[src/rtl/multi_edge_detector.sv]
// multi_edge_detector: per-channel synchroniser, optional debounce (MULTI_EDGE_FILTER_EN),
// registered edge pulses selected by rise/fall enables, and sticky event flags.
module multi_edge_detector #(
    parameter int WIDTH         = 4,
    parameter int SYNC_STAGES   = 2,
    parameter int FILTER_CYCLES = 3
) (
    input  logic             clk,
    input  logic             rst_n,
    input  logic [WIDTH-1:0] i_in,
    input  logic [WIDTH-1:0] i_rise_en,
    input  logic [WIDTH-1:0] i_fall_en,
    input  logic [WIDTH-1:0] i_evt_clr,
    output logic [WIDTH-1:0] o_level,
    output logic [WIDTH-1:0] o_pulse,
    output logic [WIDTH-1:0] o_evt,
    output logic             o_any_evt
);
    logic [WIDTH-1:0] r_sync [SYNC_STAGES];
    logic [WIDTH-1:0] w_s;
    logic [WIDTH-1:0] w_accept;
    logic [WIDTH-1:0] w_set;

    if (WIDTH < 1 || SYNC_STAGES < 2 || FILTER_CYCLES < 1) begin : g_bad_param
        $error("multi_edge_detector: illegal parameter value");
    end

    assign w_s = r_sync[SYNC_STAGES-1];

    always_ff @(posedge clk or negedge rst_n) begin
        if (!rst_n) begin
            for (int k = 0; k < SYNC_STAGES; k++) r_sync[k] <= '0;
        end else begin
            r_sync[0] <= i_in;
            for (int k = 1; k < SYNC_STAGES; k++) r_sync[k] <= r_sync[k-1];
        end
    end

`ifdef MULTI_EDGE_FILTER_EN
    localparam int CW = (FILTER_CYCLES > 1) ? $clog2(FILTER_CYCLES) : 1;
    localparam logic [CW-1:0] LAST = CW'(FILTER_CYCLES - 1);
    logic [CW-1:0] r_cnt [WIDTH];
    // A new level is accepted on the FILTER_CYCLES-th consecutive differing sample.
    for (genvar i = 0; i < WIDTH; i++) begin : g_filt
        assign w_accept[i] = (w_s[i] != o_level[i]) && (r_cnt[i] == LAST);
        always_ff @(posedge clk or negedge rst_n) begin
            if (!rst_n)
                r_cnt[i] <= '0;
            else
                r_cnt[i] <= (w_s[i] == o_level[i] || w_accept[i]) ? '0 : r_cnt[i] + 1'b1;
        end
    end
`else
    assign w_accept = w_s ^ o_level;
`endif

    // On an accepted change the new level equals w_s.
    assign w_set = w_accept & ((w_s & i_rise_en) | (~w_s & i_fall_en));

    always_ff @(posedge clk or negedge rst_n) begin
        if (!rst_n) begin
            o_level <= '0;
            o_pulse <= '0;
            o_evt   <= '0;
        end else begin
            o_level <= o_level ^ w_accept;
            o_pulse <= w_set;
            o_evt   <= w_set | (o_evt & ~i_evt_clr);
        end
    end

    assign o_any_evt = |o_evt;
endmodule

[config.mk]
export PLATFORM = sky130hd
export DESIGN_NAME = multi_edge_detector
export DESIGN_NICKNAME = d
export VERILOG_FILES = /design/src/rtl/multi_edge_detector.sv
export SDC_FILE = /design/constraint.sdc
export NUM_CORES = 1
export LEC_CHECK = 0
export CAP_MARGIN = 20
export CORE_MARGIN = 3
export CORE_UTILIZATION = 38
export CTS_CLUSTER_SIZE = 40
export DETAILED_ROUTE_END_ITERATION = 10
export PLACE_DENSITY = 0.76
export SLEW_MARGIN = 10
export SYNTH_ARGS = -nofsm -noshare
export SYNTH_HDL_FRONTEND = slang
export SYNTH_SLANG_ARGS = --single-unit
[constraint.sdc]
create_clock -name clk -period 1.4 [get_ports clk]
set_input_delay 0.28 -clock clk [delete_from_list [all_inputs] [get_ports clk]]
set_output_delay 0.28 -clock clk [all_outputs]
set_load 0.02 [all_outputs]
==> metrics <==
Ant. Diodes 0; status finished with violations; Mapped Cells 45; Ports 31; Initial Util 0.416; Die X 47.1 µm; critical path's slowest cell or4_4; # setup viols final 1; Clock Sinks 20; Post-synth top flop dfrtp_1; Final Skew 0.000783 ns; Chip Height 47.1 µm; Pwr per Cell Area 1140 nW/µm²; # rows 14; pin count of the biggest net entering global routing 21; vias in the first global route 421; most instantiated cells after synthesis dfrtp_1 (20), nand3b_1 (5), clkbuf_1 (4), nand2_1 (4); met3 routed WL 107 µm; max-cap violations 0; initial antenna violation count 0; Cell variety after synth 10; post-synth top area share 0.781; fin worst setup slack -0.238 ns; vias 461; CP Max Fanout 2; cts hold-fix bufs 0; first-pass GRT wire length 1810 µm; Clk pwr share 0.277; Synth Net Count 63; Max Fclk 611 MHz; met2 routed WL 591 µm; WL final 1230 µm; most frequent cell after synthesis dfrtp_1; arrival time worst endpoint 1.36 ns; full die area 2210 µm²; TritonCTS clock tree done; Async SR Flop Fraction 1.00; detailed-router iteration count before antenna repair 2; clock buffer depth 2; WS Path Type flip-flop to output pin; DR top layer met4; Total Routing Usage GR 0.124; crit end category output pin; Yosys warnings 0; worst slew pin tran 0.245 ns; worst vdd ir 0.000765 V; worst hold margin 0.328 ns; Final period util 1.17; leak pwr 0.000482 µW; startpoint types flip-flop; RSZ-0062 raised after global routing true; DR DRC count 0; Clock Root Buffer clkbuf_4; initial DRC count 2; slew margin rel. 0.837; I/O Buffers 30; Hold WC Path Type input pin to async pin; fin util 0.652; RD Place Congestion 0.674; violated checks negative setup slack; Synth area leaders dfrtp_1 (78%), nand3b_1 (5.9%), o221ai_1 (4.1%); Metal-1 WL 519 µm; sequential share of the synthesized area 0.781; Post-synth EDFFs 0; Seq pwr share 0.553; max incr delay on CP 0.53 ns; H-tree depth 1; post-layout net count 99; Wirelength per Cell 12.8 µm; count of pins over their slew limit 0; post-DP HPWL 944 µm; Critical Path RT 1.12 ns; Hold Vio Cnt, Final 0; Synth area leader dfrtp_1; Via density 4.80; Remaining Overflow, GRT 0; proportion of layout cells with a drive suffix above 1 0.175; switching portion of total power 0.232; Area growth, synth to finish 56.8%; clk slew on worst S/H paths 0.10 ns; shortest period the worst path allows 1.64 ns; Combinational Power Share 0.170; Final ANT Viol Nets 0; critical-path cell list or4_4, buf_6; Sw Pwr 267 µW; Int Power 882 µW; TritonCTS Buffers 3; Synth Register Bits 20; core area 1540 µm²; Mapped Avg Cell Area 14.2 µm²; Post-Syn Area 641 µm²; Clk Latency, worst-skew pair 0.29 ns
## critical path, delay by kind of cell, from the launching register on
| family | cells | cell delay (ns) |
|---|---|---|
| buffers and inverters | 1 | 0.14 |
| DFF | 1 | 0.39 |
| and+or+nand+nor | 1 | 0.53 |
## power by group through the flow
stage                     Clock [µW]  Sequential [µW]  Combinational, µW
after floorplan                    0              679               33.5
after global placement             0              643                205
after detailed placement           0              646                207
after CTS                        335              634                192
after global routing             365              640                210
final                            319              635                195
## metal layers
| metal | GRT usage | vias to the layer above |
|---|---|---|
| li1 | - | 222 |
| met1 | 0.156 | 216 |
| met2 | 0.179 | 21 |
| met3 | 0.0460 | 2 |
| met4 | 0.0829 | 0 |
| met5 | 0 | - |
## cell type report
type                            instances  area [µm²]
Sequential cell                        20         500
Inverter                                3        11.3
Fill cell                             124         537
Timing Repair Buffer                   35         319
Tap cell                               16        20.0
Clock buffer                            4        36.3
Multi-Input combinational cell         18         118
## placed cells by master, fill, tap and decap left out
cell,netlist,layout
dfrtp_1,20,20
clkbuf_2,0,2
nand2_1,4,4
o21ai_0,3,3
dlygate4sd2_1,0,9
clkdlybuf4s50_1,0,17
or2b_1,1,1
inv_1,3,3
or4_4,0,1
nand3_1,1,1
buf_4,0,5
nand3b_1,5,5
clkbuf_4,0,3
o221ai_1,3,3
clkbuf_8,0,1
buf_6,0,2
## registers in the layout, indices dropped and copies added (netlist names)
| signal | flops |
|---|---|
| o_evt | 4 |
| r_sync | 4 |
| o_pulse | 4 |
| w_s | 4 |
| o_level | 4 |
## stage by stage
| stage | std cells | power, µW | area (µm²) | TNS (ns) | setup WS, ns |
|---|---|---|---|---|---|
| finish | 96 | 1150 | 1000 | -0.238 | -0.238 |
| global route | 96 | 1210 | 1000 | -0.304 | -0.297 |
| CTS | 95 | 1160 | 1000 | -0.256 | -0.256 |
| detailed placement | 91 | 853 | 976 | -0.306 | -0.306 |
| global placement | 91 | 848 | 976 | -0.288 | -0.288 |
| floorplan | 45 | 712 | 641 | 0 | 0.0286 |
## logic make-up (layout without fill, tap and decap cells)
kind of cell / Yosys count / after routing / synth area share
AOI/OAI and AO/OA: 6 / 6 / 0.0645
buffers and inverters: 7 / 42 / 0.0410
DFF: 20 / 20 / 0.781
and+or+nand+nor: 12 / 12 / 0.113
## worst paths after layout
path / end / from / slack [ns] / depth (start not counted)
worst max-delay path: o_any_evt / o_evt[0] / -0.24 / 2
max in group asynchronous: o_level[2] / rst_n / 0.88 / 2
min in group clk: w_s[0] / r_sync[4] / 0.37 / 0
worst max register to register: o_evt[0] / o_evt[0] / 0.48 / 4
worst min register to register: w_s[0] / r_sync[4] / 0.37 / 0
worst min-delay path: o_evt[0] / rst_n / 0.33 / 2
## what timing repair did
item,4_1_cts,5_1_grt
pin swaps,1,1
gates cloned,0,0
resized for setup,21,7
setup buffers,0,1
setup endpoints to repair,13,4
Note: power is estimated with default switching activity, not from simulation.
